### src/rtl/kick_sequencer.sv
// Kick sequencer: accepts ARM/CANCEL command bytes, debounces the IR ball sensor,
// and fires a one-cycle kickstart with a held kicktime code, followed by a cooldown.
module kick_sequencer #(
  parameter int unsigned DEBOUNCE_CYCLES = 50000,
  parameter int unsigned COOLDOWN_CYCLES = 25000000,
  parameter int unsigned ARM_TIMEOUT     = 50000000
) (
  input  logic       clk,
  input  logic       rst,
  input  logic       cmd_valid,
  input  logic [7:0] cmd_data,
  output logic       cmd_ready,
  input  logic       ir_raw,
  output logic       ir,
  output logic [6:0] kicktime,
  output logic       kickstart,
  output logic       armed,
  output logic       kick_done,
  output logic       cmd_err
);

  typedef enum logic [1:0] {IDLE, ARMED, FIRE, COOLDOWN} state_t;

  localparam logic [15:0] DEB_LAST  = 16'(DEBOUNCE_CYCLES - 1);
  localparam logic [25:0] COOL_LAST = 26'(COOLDOWN_CYCLES - 1);
  localparam logic [25:0] ARM_LAST  = 26'(ARM_TIMEOUT - 1);

  // IR synchroniser and debounce
  logic        ir_meta;
  logic        ir_sync;
  logic [15:0] deb_cnt;

  // NOTE: sequential state uses non-blocking assignments so every flop samples pre-edge values.
  always_ff @(posedge clk or posedge rst) begin
    if (rst) begin
      ir_meta <= 1'b0;
      ir_sync <= 1'b0;
      deb_cnt <= '0;
      ir      <= 1'b0;
    end else begin
      ir_meta <= ir_raw;
      ir_sync <= ir_meta;
      if (ir_sync == ir) begin
        deb_cnt <= '0;
      end else if (deb_cnt == DEB_LAST) begin
        ir      <= ir_sync;
        deb_cnt <= '0;
      end else begin
        deb_cnt <= deb_cnt + 16'd1;
      end
    end
  end

  // Command decode
  logic       accept;
  logic [1:0] opcode;
  logic [3:0] strength;
  logic [6:0] arm_code;
  logic       code_ok;
  logic       is_arm;
  logic       is_cancel;
  logic       is_illegal;
  logic       unused_cmd_bits;

  assign accept          = cmd_valid & cmd_ready;
  assign opcode          = cmd_data[7:6];
  assign strength        = cmd_data[3:0];
  assign unused_cmd_bits = ^cmd_data[5:4];

  always_comb begin
    code_ok  = 1'b1;
    arm_code = '0;
    case (strength)
      4'd1:    arm_code = 7'b0000001;
      4'd2:    arm_code = 7'b0000011;
      4'd3:    arm_code = 7'b0000111;
      4'd4:    arm_code = 7'b0011111;
      4'd5:    arm_code = 7'b1000000;
      4'd6:    arm_code = 7'b1100000;
      4'd7:    arm_code = 7'b1110000;
      4'd8:    arm_code = 7'b1111000;
      4'd9:    arm_code = 7'b1111100;
      4'd10:   arm_code = 7'b1111110;
      4'd11:   arm_code = 7'b1111111;
      default: code_ok  = 1'b0;
    endcase
  end

  assign is_arm     = accept && (opcode == 2'b01) && code_ok;
  assign is_cancel  = accept && (opcode == 2'b10);
  assign is_illegal = accept && !is_arm && !is_cancel;

  // Sequencer FSM; one timer serves both the arm timeout and the cooldown
  state_t      state, state_n;
  logic [25:0] timer, timer_n;
  logic [6:0]  code_n;
  logic        done_n;

  // NOTE: every always_comb output gets a default first, so no path can infer a latch.
  always_comb begin
    state_n = state;
    timer_n = timer + 26'd1;
    code_n  = kicktime;
    done_n  = 1'b0;
    case (state)
      IDLE: begin
        timer_n = '0;
        code_n  = '0;
        if (is_arm) begin
          state_n = ARMED;
          code_n  = arm_code;
        end
      end
      ARMED: begin
        if (is_cancel) begin
          state_n = IDLE;
          code_n  = '0;
        end else if (ir) begin
          state_n = FIRE;
          if (is_arm) code_n = arm_code;
        end else if (is_arm) begin
          code_n  = arm_code;
          timer_n = '0;
        end else if (timer == ARM_LAST) begin
          state_n = IDLE;
          code_n  = '0;
        end
      end
      FIRE: begin
        state_n = COOLDOWN;
        timer_n = '0;
      end
      COOLDOWN: begin
        if (timer == COOL_LAST) begin
          state_n = IDLE;
          code_n  = '0;
          done_n  = 1'b1;
        end
      end
      default: state_n = IDLE;
    endcase
  end

  // Outputs are registered images of the next state so they change with it.
  always_ff @(posedge clk or posedge rst) begin
    if (rst) begin
      state     <= IDLE;
      timer     <= '0;
      kicktime  <= '0;
      kickstart <= 1'b0;
      armed     <= 1'b0;
      cmd_ready <= 1'b0;
      kick_done <= 1'b0;
      cmd_err   <= 1'b0;
    end else begin
      state     <= state_n;
      timer     <= timer_n;
      kicktime  <= code_n;
      kickstart <= (state_n == FIRE);
      armed     <= (state_n == ARMED);
      cmd_ready <= (state_n == IDLE) || (state_n == ARMED);
      kick_done <= done_n;
      cmd_err   <= is_illegal;
    end
  end

endmodule

### config.mk
export PLATFORM = sky130hd
export DESIGN_NAME = kick_sequencer
export DESIGN_NICKNAME = d
export VERILOG_FILES = /design/src/rtl/kick_sequencer.sv
export SDC_FILE = /design/constraint.sdc
export NUM_CORES = 1
export LEC_CHECK = 0
export ABC_AREA = 1
export CAP_MARGIN = 5
export CORE_MARGIN = 2
export CORE_UTILIZATION = 53
export CTS_CLUSTER_SIZE = 10
export DETAILED_ROUTE_END_ITERATION = 8
export GPL_TIMING_DRIVEN = 0
export HOLD_SLACK_MARGIN = 0.05
export PLACE_DENSITY_LB_ADDON = 0.12
export RECOVER_POWER = 50
export SLEW_MARGIN = 20
export SYNTH_ARGS = -nofsm -noshare
export SYNTH_HDL_FRONTEND = slang
export SYNTH_SLANG_ARGS = --single-unit
export TNS_END_PERCENT = 50
### constraint.sdc
create_clock -name clk -period 1.7 [get_ports clk]
set_input_delay 0.34 -clock clk [delete_from_list [all_inputs] [get_ports clk]]
set_output_delay 0.34 -clock clk [all_outputs]
set_load 0.1 [all_outputs]
==> report_table.html <==
<table>
<tr><th>Metric</th><th>Value</th></tr>
<tr><th colspan="2">Status</th></tr>
<tr><td>Result of the run</td><td>complete, no violations</td></tr>
<tr><th colspan="2">Drt</th></tr>
<tr><td>Pre-Repair DR Iteration Count</td><td>5</td></tr>
<tr><td>Routed Wire Length</td><td>8.59 mm</td></tr>
<tr><td>Average via count per standard cell</td><td>5.56</td></tr>
<tr><td>Post-route DRC violation count</td><td>0</td></tr>
<tr><td>Number of routed nets with antenna violations</td><td>0</td></tr>
<tr><td>Starting DRC count in detailed routing</td><td>274</td></tr>
<tr><td>Detail-routed net length per standard cell</td><td>14.7 um</td></tr>
<tr><td>Routed vias</td><td>3250</td></tr>
<tr><th colspan="2">Finish</th></tr>
<tr><td>Non-filler cells, final</td><td>585</td></tr>
<tr><td>N_diodes</td><td>0</td></tr>
<tr><td>Area growth from synthesis to layout</td><td>27.3%</td></tr>
<tr><td>Layout cell share with drive strength beyond 1</td><td>0.234</td></tr>
<tr><td>Number of nets at the end of the flow</td><td>520</td></tr>
<tr><td>Count of fill cells added during filler insertion</td><td>489</td></tr>
<tr><td>Finished Core Util</td><td>0.692</td></tr>
<tr><th colspan="2">Clocking</th></tr>
<tr><td>H-Tree Level Count</td><td>3</td></tr>
<tr><td>Clock sink total</td><td>59</td></tr>
<tr><td>Clock transition time at the flip-flop clock pins of the worst setup and hold paths</td><td>70 ps</td></tr>
<tr><td>Root cell of the clock tree</td><td>sky130_fd_sc_hd__clkbuf_8</td></tr>
<tr><td>Buffers from clock root to sink, at most</td><td>2</td></tr>
<tr><td>Clk_lat worst skew</td><td>360 ps</td></tr>
<tr><td>Total clock buffers created by CTS</td><td>9</td></tr>
<tr><td>CTS tree</td><td>yes</td></tr>
<tr><th colspan="2">Yosys</th></tr>
<tr><td>Most frequent cell after synthesis</td><td>sky130_fd_sc_hd__nand2_1</td></tr>
<tr><td>Post-synth design cell area</td><td>3430 sq um</td></tr>
<tr><td>Area share of the largest cell type after synthesis</td><td>0.430</td></tr>
<tr><td>Cell count after synthesis</td><td>459</td></tr>
<tr><td>Library cell occupying the most area in the post-synthesis netlist</td><td>sky130_fd_sc_hd__dfrtp_1</td></tr>
<tr><td>Prevailing post-synth register cell</td><td>sky130_fd_sc_hd__dfrtp_1</td></tr>
<tr><td>Synth cell count leaders</td><td>sky130_fd_sc_hd__nand2_1 (101), sky130_fd_sc_hd__nor2_1 (74), sky130_fd_sc_hd__inv_1 (65)</td></tr>
<tr><td>EDFF count, synth</td><td>0</td></tr>
<tr><td>Number of different library cells in the post-synthesis netlist</td><td>35</td></tr>
<tr><td>Yosys warnings</td><td>0</td></tr>
<tr><td>Leading cell types by total area after synthesis</td><td>sky130_fd_sc_hd__dfrtp_1 (43%), sky130_fd_sc_hd__nand2_1 (11%), sky130_fd_sc_hd__nor2_1 (8.1%), sky130_fd_sc_hd__inv_1 (7.1%), sky130_fd_sc_hd__nand3_1 (4.4%)</td></tr>
<tr><td>Number of nets produced by synthesis</td><td>476</td></tr>
<tr><td>Share of synthesized flip-flops with an asynchronous set or reset</td><td>1.00</td></tr>
<tr><td>Flip-flop and latch count after synthesis</td><td>59</td></tr>
<tr><td>Portion of the post-synthesis area used by sequential elements</td><td>0.430</td></tr>
<tr><td>Synth Area per Inst</td><td>7.48 sq um</td></tr>
<tr><th colspan="2">Global route</th></tr>
<tr><td>Total congestion overflow</td><td>0</td></tr>
<tr><td>Overall global routing resource usage</td><td>0.253</td></tr>
<tr><td>Number of antenna violations at the first check in global routing</td><td>0</td></tr>
<tr><td>Number of global-route vias before repair</td><td>3083</td></tr>
<tr><td>First-pass GRT wire length</td><td>14.3 mm</td></tr>
<tr><td>Largest net degree at the start of global routing</td><td>22</td></tr>
<tr><th colspan="2">Worst setup path</th></tr>
<tr><td>Nature of the critical path startpoint</td><td>flip-flop</td></tr>
<tr><td>Required time at the worst-slack endpoint</td><td>1360 ps</td></tr>
<tr><td>WS Path Type</td><td>reg -&gt; out</td></tr>
<tr><td>Data arrival at the endpoint of the critical path</td><td>1330 ps</td></tr>
<tr><td>Delay of the slowest cell on the worst path</td><td>570 ps</td></tr>
<tr><td>Max FO, Critical Path</td><td>2</td></tr>
<tr><td>Gate family responsible for the most delay along the worst path</td><td>buffers and inverters</td></tr>
<tr><td>Sequence of cells on the critical path</td><td>clkdlybuf4s15_2</td></tr>
<tr><td>Slowest cell on crit path</td><td>sky130_fd_sc_hd__clkdlybuf4s15_2</td></tr>
<tr><td>Element type at the critical path end</td><td>output pin</td></tr>
<tr><td>Count of buffer and inverter cells on the critical path</td><td>1</td></tr>
<tr><th colspan="2">Pwr</th></tr>
<tr><td>PwrDens</td><td>714 nW/um^2</td></tr>
<tr><td>Design Power</td><td>0.00312 W</td></tr>
<tr><td>Leakage power</td><td>1.96 nW</td></tr>
<tr><td>Peak supply drop</td><td>0.539 mV</td></tr>
<tr><th colspan="2">Timing</th></tr>
<tr><td>Setup Viol. Count Final</td><td>0</td></tr>
<tr><td>RSZ-0062 raised after global routing</td><td>true</td></tr>
<tr><td>Endpoints failing hold</td><td>0</td></tr>
<tr><td>Fmax</td><td>0.599 GHz</td></tr>
<tr><td>Clock skew</td><td>6.95 ps</td></tr>
<tr><td>Fin crit share</td><td>0.981</td></tr>
<tr><td>Measured slew at the worst slew-check pin</td><td>954 ps</td></tr>
<tr><td>Worst-case headroom to the max-slew limit</td><td>0.361</td></tr>
<tr><td>Clock period minus final worst setup slack</td><td>1670 ps</td></tr>
<tr><td>Max-slew violations</td><td>0</td></tr>
<tr><th colspan="2">Floorplanning</th></tr>
<tr><td>Die height</td><td>84.5 um</td></tr>
<tr><td>Std-Cell Core Area</td><td>6310 sq um</td></tr>
<tr><td>X dimension of the die</td><td>84.5 um</td></tr>
<tr><td>Initial Utilization</td><td>0.544</td></tr>
<tr><td>I/O pins</td><td>25</td></tr>
<tr><td>Full die area</td><td>7140 sq um</td></tr>
<tr><td>Row count</td><td>29</td></tr>
<tr><th colspan="2">Run</th></tr>
<tr><td>Max-Cap Viols</td><td>0</td></tr>
<tr><th colspan="2">Min path</th></tr>
<tr><td>Worst min-delay path category</td><td>reg -&gt; reg</td></tr>
<tr><th colspan="2">Place</th></tr>
<tr><td>Sum of net half-perimeters after detailed placement</td><td>5.89 mm</td></tr>
<tr><td>Total placed cells including tap cells</td><td>560</td></tr>
<tr><td>Count of input and output buffers</td><td>22</td></tr>
<tr><td>Routability cong.</td><td>0.922</td></tr>
</table>
[power by group]
group	switching (W)	internal (W)	total, W
Combinational	0.0000835	0.0000483	0.000132
Clock	0.000583	0.000985	0.00157
Sequential	0.00000633	0.00141	0.00142
Total	0.000672	0.00245	0.00312
[timing repair]
action / CTS / global route
hold buffers: 0 / 0
hold endpoints to repair: 0 / 0
cloned: 1 / 1
resized for setup: 58 / 47
pin swaps: 6 / 10
endpoints found under the setup margin: 40 / 29
buffers inserted: 5 / 3
[cells by family (layout without fill, tap and decap cells)]
| group | count (synthesis) | count (layout) | share of synthesized area |
|---|---|---|---|
| compound gates | 45 | 45 | 0.0816 |
| flops | 59 | 59 | 0.430 |
| xor+xnor | 7 | 7 | 0.0179 |
| buf+inv | 68 | 117 | 0.0773 |
| fa+ha+maj | 5 | 5 | 0.0182 |
| simple gates | 275 | 275 | 0.375 |
[per-stage QoR]
stage	area, sq um	setup slack, ps	setup TNS [ps]	hold WS (ps)
4_1_cts	4220	2.45	0	361
2_1_floorplan	3440	18.6	0	331
5_1_grt	4370	-9.30	-19.9	366
3_5_place_dp	3810	-558	-15710	343
6_report	4370	31.6	0	366
3_3_place_gp	3760	-502	-17920	334
[per-layer routing]
metal,vias to the layer above,part of all wire,GRT usage
met4,0,0.036,0.131
met1,1505,0.43,0.334
met5,-,0,0
met3,32,0.059,0.0442
li1,1587,-,-
met2,126,0.47,0.399
[cell type report]
class                      instances  area, sq um  share of cell area
tap                               77         96.3              0.0221
sequential                        59         1490               0.340
clock inverter                     3         67.6              0.0155
buffer                             2         12.5             0.00286
multi-input combinational        332         1890               0.432
clock buffer                      13          179              0.0410
inverter                          65          245              0.0561
timing repair buffer              34          394              0.0902
[path summary, 6_finish.rpt]
kind	from	to	slack [ps]	cells past startpoint
min	ir_meta	ir_sync	370	0
max	kicktime[1]	kicktime[1]	30	1
max reg2reg	timer[1]	kicktime[0]	80	9
max in group asynchronous	rst	timer[3]	260	4
min in group asynchronous	rst	deb_cnt[5]	590	2
min reg2reg	ir_meta	ir_sync	370	0
[state kept, by name, summed over array words and instances (netlist names), 2 cells and up]
register,cells
deb_cnt,16
kicktime,7
state,2
timer,26
[cells in the final DEF, fill, tap and decap left out, drive strengths merged]
cell type | Yosys | final
clkdlybuf4s15 | 0 | 13
a21oi | 15 | 15
ha | 5 | 5
a22oi | 1 | 1
o211ai | 3 | 3
clkdlybuf4s50 | 0 | 3
nor3b | 2 | 2
clkinvlp | 0 | 2
buf | 3 | 14
nand3 | 33 | 33
nor3 | 22 | 22
dfrtp | 59 | 59
o41ai | 1 | 1
nand3b | 2 | 2
dlygate4sd2 | 0 | 2
clkbuf | 0 | 14
nand4 | 19 | 19
nor2 | 84 | 84
and2 | 1 | 1
or2 | 1 | 1
inv | 65 | 64
nand2 | 109 | 109
dlymetal6s2s | 0 | 1
o21a | 1 | 1
xnor2 | 3 | 3
o21ai | 21 | 21
o211a | 1 | 1
bufinv | 0 | 2
dlygate4sd3 | 0 | 2
o21bai | 1 | 1
a31oi | 1 | 1
nor4 | 2 | 2
xor2 | 4 | 4
No activity file was read; power rests on OpenSTA's default activity.
